<file path="config.mk">
export PLATFORM = sky130hd
export DESIGN_NAME = bp_stall_profile_counters_flat
export DESIGN_NICKNAME = d
export VERILOG_FILES = /design/src/rtl/bp_stall_profile_counters_if.sv /design/src/rtl/bp_stall_profile_counters.sv /design/src/flat_wrapper.sv
export SDC_FILE = /design/constraint.sdc
export NUM_CORES = 2
export LEC_CHECK = 0
export BUFFER_PORTS_ARGS = -buffer_cell sky130_fd_sc_hd__clkbuf_2
export CORE_MARGIN = 2
export CORE_UTILIZATION = 45
export CTS_CLUSTER_SIZE = 20
export DETAILED_ROUTE_END_ITERATION = 7
export SLEW_MARGIN = 40
export SYNTH_ARGS = -nofsm -noshare
export SYNTH_HDL_FRONTEND = slang
export SYNTH_SLANG_ARGS = --single-unit
</file>
<file path="constraint.sdc">
create_clock -name aclk -period 3.6 [get_ports aclk]
set_input_delay 0.72 -clock aclk [delete_from_list [all_inputs] [get_ports aclk]]
set_output_delay 0.72 -clock aclk [all_outputs]
set_load 0.05 [all_outputs]
</file>
<file path="src/rtl/bp_stall_profile_counters_if.sv">
// Read port between the stall profiler counters and the shell's CSR logic.
interface bp_stall_profile_counters_if #(
  parameter int cnt_width_p = 32
);
  logic                   rd_v_i;
  logic [4:0]             rd_addr_i;
  logic                   rd_ready_o;
  logic                   rd_v_o;
  logic [cnt_width_p-1:0] rd_data_o;
  logic                   rd_yumi_i;

  modport master (
    output rd_v_i, rd_addr_i, rd_yumi_i,
    input  rd_ready_o, rd_v_o, rd_data_o
  );

  modport slave (
    input  rd_v_i, rd_addr_i, rd_yumi_i,
    output rd_ready_o, rd_v_o, rd_data_o
  );
endinterface

</file>
<file path="src/rtl/bp_stall_profile_counters.sv">
// Per-reason stall histogram with saturating counters and a valid/ready read port.
// Optional shadow bank for coherent snapshots: define BP_STALL_PROF_SNAPSHOT_EN.
module bp_stall_profile_counters #(
  parameter int cnt_width_p   = 32,
  parameter int num_reasons_p = 30
) (
  input  logic       aclk,
  input  logic       aresetn,
  input  logic       en_i,
  input  logic       commit_v_i,
  input  logic       stall_v_i,
  input  logic [5:0] stall_reason_i,
  input  logic       clear_i,
  input  logic       snapshot_i,
  output logic       bad_reason_o,
  output logic       sat_o,
  bp_stall_profile_counters_if.slave rd
);

  localparam int num_cnt_lp   = 32;
  localparam int total_idx_lp = 30;
  localparam int commit_idx_lp = 31;

  localparam logic [0:0] IDLE = 1'b0;
  localparam logic [0:0] RESP = 1'b1;

  logic [cnt_width_p-1:0] cnt_q [num_cnt_lp];
  logic [cnt_width_p-1:0] cnt_n [num_cnt_lp];
  logic [num_cnt_lp-1:0]  inc;
  logic                   bad_event;
  logic                   sat_event;
  logic [cnt_width_p-1:0] rd_src;
  logic [cnt_width_p-1:0] data_q;
  logic [0:0]             state_q;

  // Illegal reason codes are folded into the unknown bucket.
  always_comb begin
    inc       = '0;
    bad_event = 1'b0;
    if (en_i) begin
      inc[total_idx_lp] = 1'b1;
      if (commit_v_i) inc[commit_idx_lp] = 1'b1;
      if (stall_v_i) begin
        if (stall_reason_i < 6'(num_reasons_p)) begin
          inc[stall_reason_i[4:0]] = 1'b1;
        end else begin
          inc[0]    = 1'b1;
          bad_event = 1'b1;
        end
      end
    end
  end

  always_comb begin
    sat_event = 1'b0;
    for (int i = 0; i < num_cnt_lp; i++) begin
      cnt_n[i] = cnt_q[i];
      if (inc[i]) begin
        if (&cnt_q[i]) sat_event = 1'b1;
        else           cnt_n[i] = cnt_q[i] + cnt_width_p'(1);
      end
    end
  end

  always_ff @(posedge aclk) begin
    if (!aresetn || clear_i) begin
      for (int i = 0; i < num_cnt_lp; i++) cnt_q[i] <= '0;
      bad_reason_o <= 1'b0;
      sat_o        <= 1'b0;
    end else begin
      for (int i = 0; i < num_cnt_lp; i++) cnt_q[i] <= cnt_n[i];
      bad_reason_o <= bad_reason_o | bad_event;
      sat_o        <= sat_o | sat_event;
    end
  end

`ifdef BP_STALL_PROF_SNAPSHOT_EN
  logic [cnt_width_p-1:0] shadow_q [num_cnt_lp];

  // The snapshot captures the post-increment values so the same-cycle event is included.
  always_ff @(posedge aclk) begin
    if (!aresetn || clear_i) begin
      for (int i = 0; i < num_cnt_lp; i++) shadow_q[i] <= '0;
    end else if (snapshot_i) begin
      for (int i = 0; i < num_cnt_lp; i++) shadow_q[i] <= cnt_n[i];
    end
  end

  assign rd_src = shadow_q[rd.rd_addr_i];
`else
  logic unused_snapshot;
  assign unused_snapshot = snapshot_i;
  assign rd_src = cnt_q[rd.rd_addr_i];
`endif

  always_ff @(posedge aclk) begin
    if (!aresetn) begin
      state_q <= IDLE;
      data_q  <= '0;
    end else begin
      case (state_q)
        IDLE: begin
          if (rd.rd_v_i) begin
            data_q  <= rd_src;
            state_q <= RESP;
          end
        end
        default: begin
          if (rd.rd_yumi_i) state_q <= IDLE;
        end
      endcase
    end
  end

  // Ready is held low throughout reset even though the state register already reads IDLE.
  assign rd.rd_ready_o = aresetn && (state_q == IDLE);
  assign rd.rd_v_o     = (state_q == RESP);
  assign rd.rd_data_o  = data_q;

endmodule

</file>
<file path="src/flat_wrapper.sv">
// flat-port wrapper written by rule: the top's interface ports become plain ports
module bp_stall_profile_counters_flat 
#(
  parameter int cnt_width_p   = 32,
  parameter int num_reasons_p = 30
)
  (aclk, aresetn, en_i, commit_v_i, stall_v_i, stall_reason_i, clear_i, snapshot_i, bad_reason_o, sat_o, rd_rd_v_i, rd_rd_addr_i, rd_rd_yumi_i, rd_rd_ready_o, rd_rd_v_o, rd_rd_data_o);
  bp_stall_profile_counters_if #(.cnt_width_p(cnt_width_p)) rd_i ();
  input  logic aclk;
  input  logic aresetn;
  input  logic en_i;
  input  logic commit_v_i;
  input  logic stall_v_i;
  input  logic [5:0] stall_reason_i;
  input  logic clear_i;
  input  logic snapshot_i;
  output logic bad_reason_o;
  output logic sat_o;
  input wire logic [$bits(rd_i.rd_v_i)-1:0] rd_rd_v_i;
  input wire logic [$bits(rd_i.rd_addr_i)-1:0] rd_rd_addr_i;
  input wire logic [$bits(rd_i.rd_yumi_i)-1:0] rd_rd_yumi_i;
  output wire logic [$bits(rd_i.rd_ready_o)-1:0] rd_rd_ready_o;
  output wire logic [$bits(rd_i.rd_v_o)-1:0] rd_rd_v_o;
  output wire logic [$bits(rd_i.rd_data_o)-1:0] rd_rd_data_o;
  assign rd_i.rd_v_i = rd_rd_v_i;
  assign rd_i.rd_addr_i = rd_rd_addr_i;
  assign rd_i.rd_yumi_i = rd_rd_yumi_i;
  assign rd_rd_ready_o = rd_i.rd_ready_o;
  assign rd_rd_v_o = rd_i.rd_v_o;
  assign rd_rd_data_o = rd_i.rd_data_o;
  bp_stall_profile_counters #(.cnt_width_p(cnt_width_p), .num_reasons_p(num_reasons_p)) u_core (.aclk(aclk), .aresetn(aresetn), .en_i(en_i), .commit_v_i(commit_v_i), .stall_v_i(stall_v_i), .stall_reason_i(stall_reason_i), .clear_i(clear_i), .snapshot_i(snapshot_i), .bad_reason_o(bad_reason_o), .sat_o(sat_o), .rd(rd_i));
endmodule
</file>
==> impl_metrics.toml <==
[timing]
max_slew_margin_pct = 47.6
period_share_pct = 81.4
finalMaxSlewViolations = 0
hold_viol_final = 0
finalSetupViolCount = 0
setup_tns_ns = 0
fmaxAchievable_mhz = 341
worst_clock_skew_ns = 0.0296
worstMarginPinSlew_ns = 0.765
setup_repair_after_global_routing_missed_its_margin = "false"
min_period_ns = 2.93
postLayoutSetupSlackWorst_ns = 0.669

[logic_synthesis]
synth_area_leaders = "sky130_fd_sc_hd__dfxtp_1, sky130_fd_sc_hd__mux4_2, sky130_fd_sc_hd__xor2_1"
netlist.area_leader.share_pct = 37.9
post-synth-top-area-cell = "sky130_fd_sc_hd__dfxtp_1"
synth.most_common_cell = "sky130_fd_sc_hd__nor2_1"
synth.yosys.seq_area_share_pct = 37.9
synth_cells = 6144
synthesized_netlist_net_count = 6196
syn-mean-instance-area_um2 = 9.10
ys_async_sr_fraction_pct = 0
yosys_warnings = 0
post_synthesis_cell_area_mm2 = 0.0559
synthFlopType = "sky130_fd_sc_hd__dfxtp_1"
yosysUniqueCellTypes = 80
post_synth_most_frequent_cells = "sky130_fd_sc_hd__nor2_1, sky130_fd_sc_hd__dfxtp_1, sky130_fd_sc_hd__xor2_1, sky130_fd_sc_hd__nand2_1, sky130_fd_sc_hd__nand3_1"
yosys_register_bits = 1059
synth-edff-count = 0

[routing]
drt-total-wl_um = 177000
routed-via-count = 47500
dr.first_iter.drc_count = 5155
routed_via_count_divided_by_cell_count = 5.95
detail-route-antenna-nets = 0
post_drt_wl_per_cell_um = 22.2
drtPass1Iterations = 5
drc = 0

[grt]
overflow = 0
grt_max_degree = 103
initial_antenna_violation_count = 14
global_route.usage.total_pct = 27.3
first_global_vias = 42600
grt_first_pass_wirelength_um = 267000

[pwr]
power.sequential.fraction_pct = 47.2
power_report.internal_total_uw = 19200
p_switching_uw = 5750
switching_share_pct = 23.1
post-layout-total-power_uw = 24900
power.share.combinational_pct = 3.7
power.leakage_uw = 0.0202
share_clk_of_total_power_pct = 49.1
p_per_area_mw_per_mm2 = 396
irDropWorstVdd_mv = 0.404

[cts]
clock_latency_reported_for_the_late_side_of_the_worst_skew_pair_ns = 0.72
cts_resized = 0
cts_buffer_depth = 3
cts_hold_buf = 0
cts_setup_buffers = 0
clock-sinks = 1059
cts-buffers-inserted = 114
cts_htree_levels = 3
clockRootBuffer = "sky130_fd_sc_hd__clkbuf_16"
clk_transition_reported_paths_ns = 0.06
cts_tree = "done"

[placed_design]
dp_worst_slack_ns = 0.219
numPortBuffers = 54
gp_routability_congestion = 0.980
detailed_placement_hpwl_um = 136000
place.detailed.instances = 7762

[worst_setup_path]
cp_data_required_time_ns = 4.23
crit_path_end_kind = "register"
setup.worst_path.start_class = "register"
worst_path_arrival_time_ns = 3.56
rrSetupSlack_ns = 0.67
setup.worst_path.class = "reg -> reg"
timing.reg2reg.worst_path_depth = 7
worstPathMaxFanout = 7

[floorplanning]
dieArea_mm2 = 0.127
die_y_um = 356
num_io_pins = 56
floorplan.die.width_um = 356
floorplan.rows = 129
initial_utilization_pct = 45.3
design.core.area_mm2 = 0.123

[min_path]
min_path_type = "in -> reg"
hold_path_depth = 3

[cells_and_area]
layout.cells.non_filler = 7977
area_growth_pct = 12.7
finalNetCount = 6293
final.fill_count = 11500
ratio_of_cells_with_drive_above_1_in_the_final_layout_pct = 13.2

[status]
status = "finished clean"

[flow_run]
cap_violations = 0
## registers in the layout, summed over array words and instances (netlist names)
name                 count
u_core.rd.rd_data_o     32
u_core.sat_o             1
u_core.rd.rd_v_o         1
u_core.cnt_q          1024
u_core.bad_reason_o      1
## power by group through the flow
stage	Combinational [uW]	Clock [uW]	Sequential, uW
2_1_floorplan	544	0	12100
3_3_place_gp	923	0	12000
3_5_place_dp	929	0	12000
4_1_cts	930	12500	11800
5_1_grt	983	13000	11800
6_report	925	12300	11800
## final timing paths
kind	start	endpoint
max	u_core.cnt_q[17][4]$_SDFFE_PP0P_	u_core.cnt_q[17][26]$_SDFFE_PP0P_
min reg2reg	u_core.cnt_q[6][1]$_SDFFE_PP0P_	u_core.cnt_q[6][1]$_SDFFE_PP0P_
min	rd_rd_yumi_i	u_core.rd.rd_v_o$_SDFF_PN0_
max reg2reg	u_core.cnt_q[17][4]$_SDFFE_PP0P_	u_core.cnt_q[17][26]$_SDFFE_PP0P_
## worst max-delay path: stages, from the launching register on
cell and delay [ns]:
sky130_fd_sc_hd__dfxtp_1 0.43, sky130_fd_sc_hd__nand4_1 0.30, sky130_fd_sc_hd__nor4_1 0.75, sky130_fd_sc_hd__nor3b_1 0.34
sky130_fd_sc_hd__nor2b_1 0.21, sky130_fd_sc_hd__nand3_1 0.26, sky130_fd_sc_hd__or3_1 0.39, sky130_fd_sc_hd__a21oi_1 0.16
## cell families after synthesis
group                    after synthesis  synth area share, %
adder cells (fa/ha/maj)               32                0.716
flip-flops                          1059                 37.9
multiplexers                         372                 13.8
XOR/XNOR                             844                 13.2
AO/OA/AOI/OAI                        403                 4.43
buffers and inverters                380                 2.61
AND/OR/NAND/NOR                     3054                 27.3
## layer usage
metal	part of all wire [%]	GRT usage (%)	vias to the layer above
met2	43	41.1	1714
met1	45	40.2	23300
met3	8.1	4.07	245
met5	0.0056	0	-
met4	3.2	8.66	2
li1	-	-	22200
## cell type report
cell class / instances / area [um^2] / share of cell area (%)
Sequential cell: 1059 / 21200 / 33.6
Clock inverter: 52 / 591 / 0.937
Timing Repair Buffer: 250 / 2140 / 3.40
Inverter: 111 / 417 / 0.661
Multi-Input combinational cell: 4705 / 33300 / 52.9
Clock buffer: 161 / 3290 / 5.22
Tap cell: 1637 / 2050 / 3.25
Antenna cell: 2 / 5.00 / 0.00794
## cell usage in the layout (no fill, tap or decap), drive strengths merged, types with 163 or more instances in the layout
master / n
buf: 200
nand2: 449
mux4: 320
nand3: 383
a21oi: 163
clkbuf: 211
dfxtp: 1059
xor2: 476
nand4: 330
xnor2: 368
nor2: 1075
## per-stage QoR
step / hold WS, ns / util, % / cell area, um^2
2_1_floorplan: 0.459 / - / 55900
3_3_place_gp: 0.463 / 47.9 / 59100
3_5_place_dp: 0.478 / 47.9 / 59100
4_1_cts: 0.243 / 51.0 / 63000
5_1_grt: 0.299 / 51.0 / 63000
6_report: 0.284 / 51.0 / 63000
Note: power is estimated with default switching activity, not from simulation.
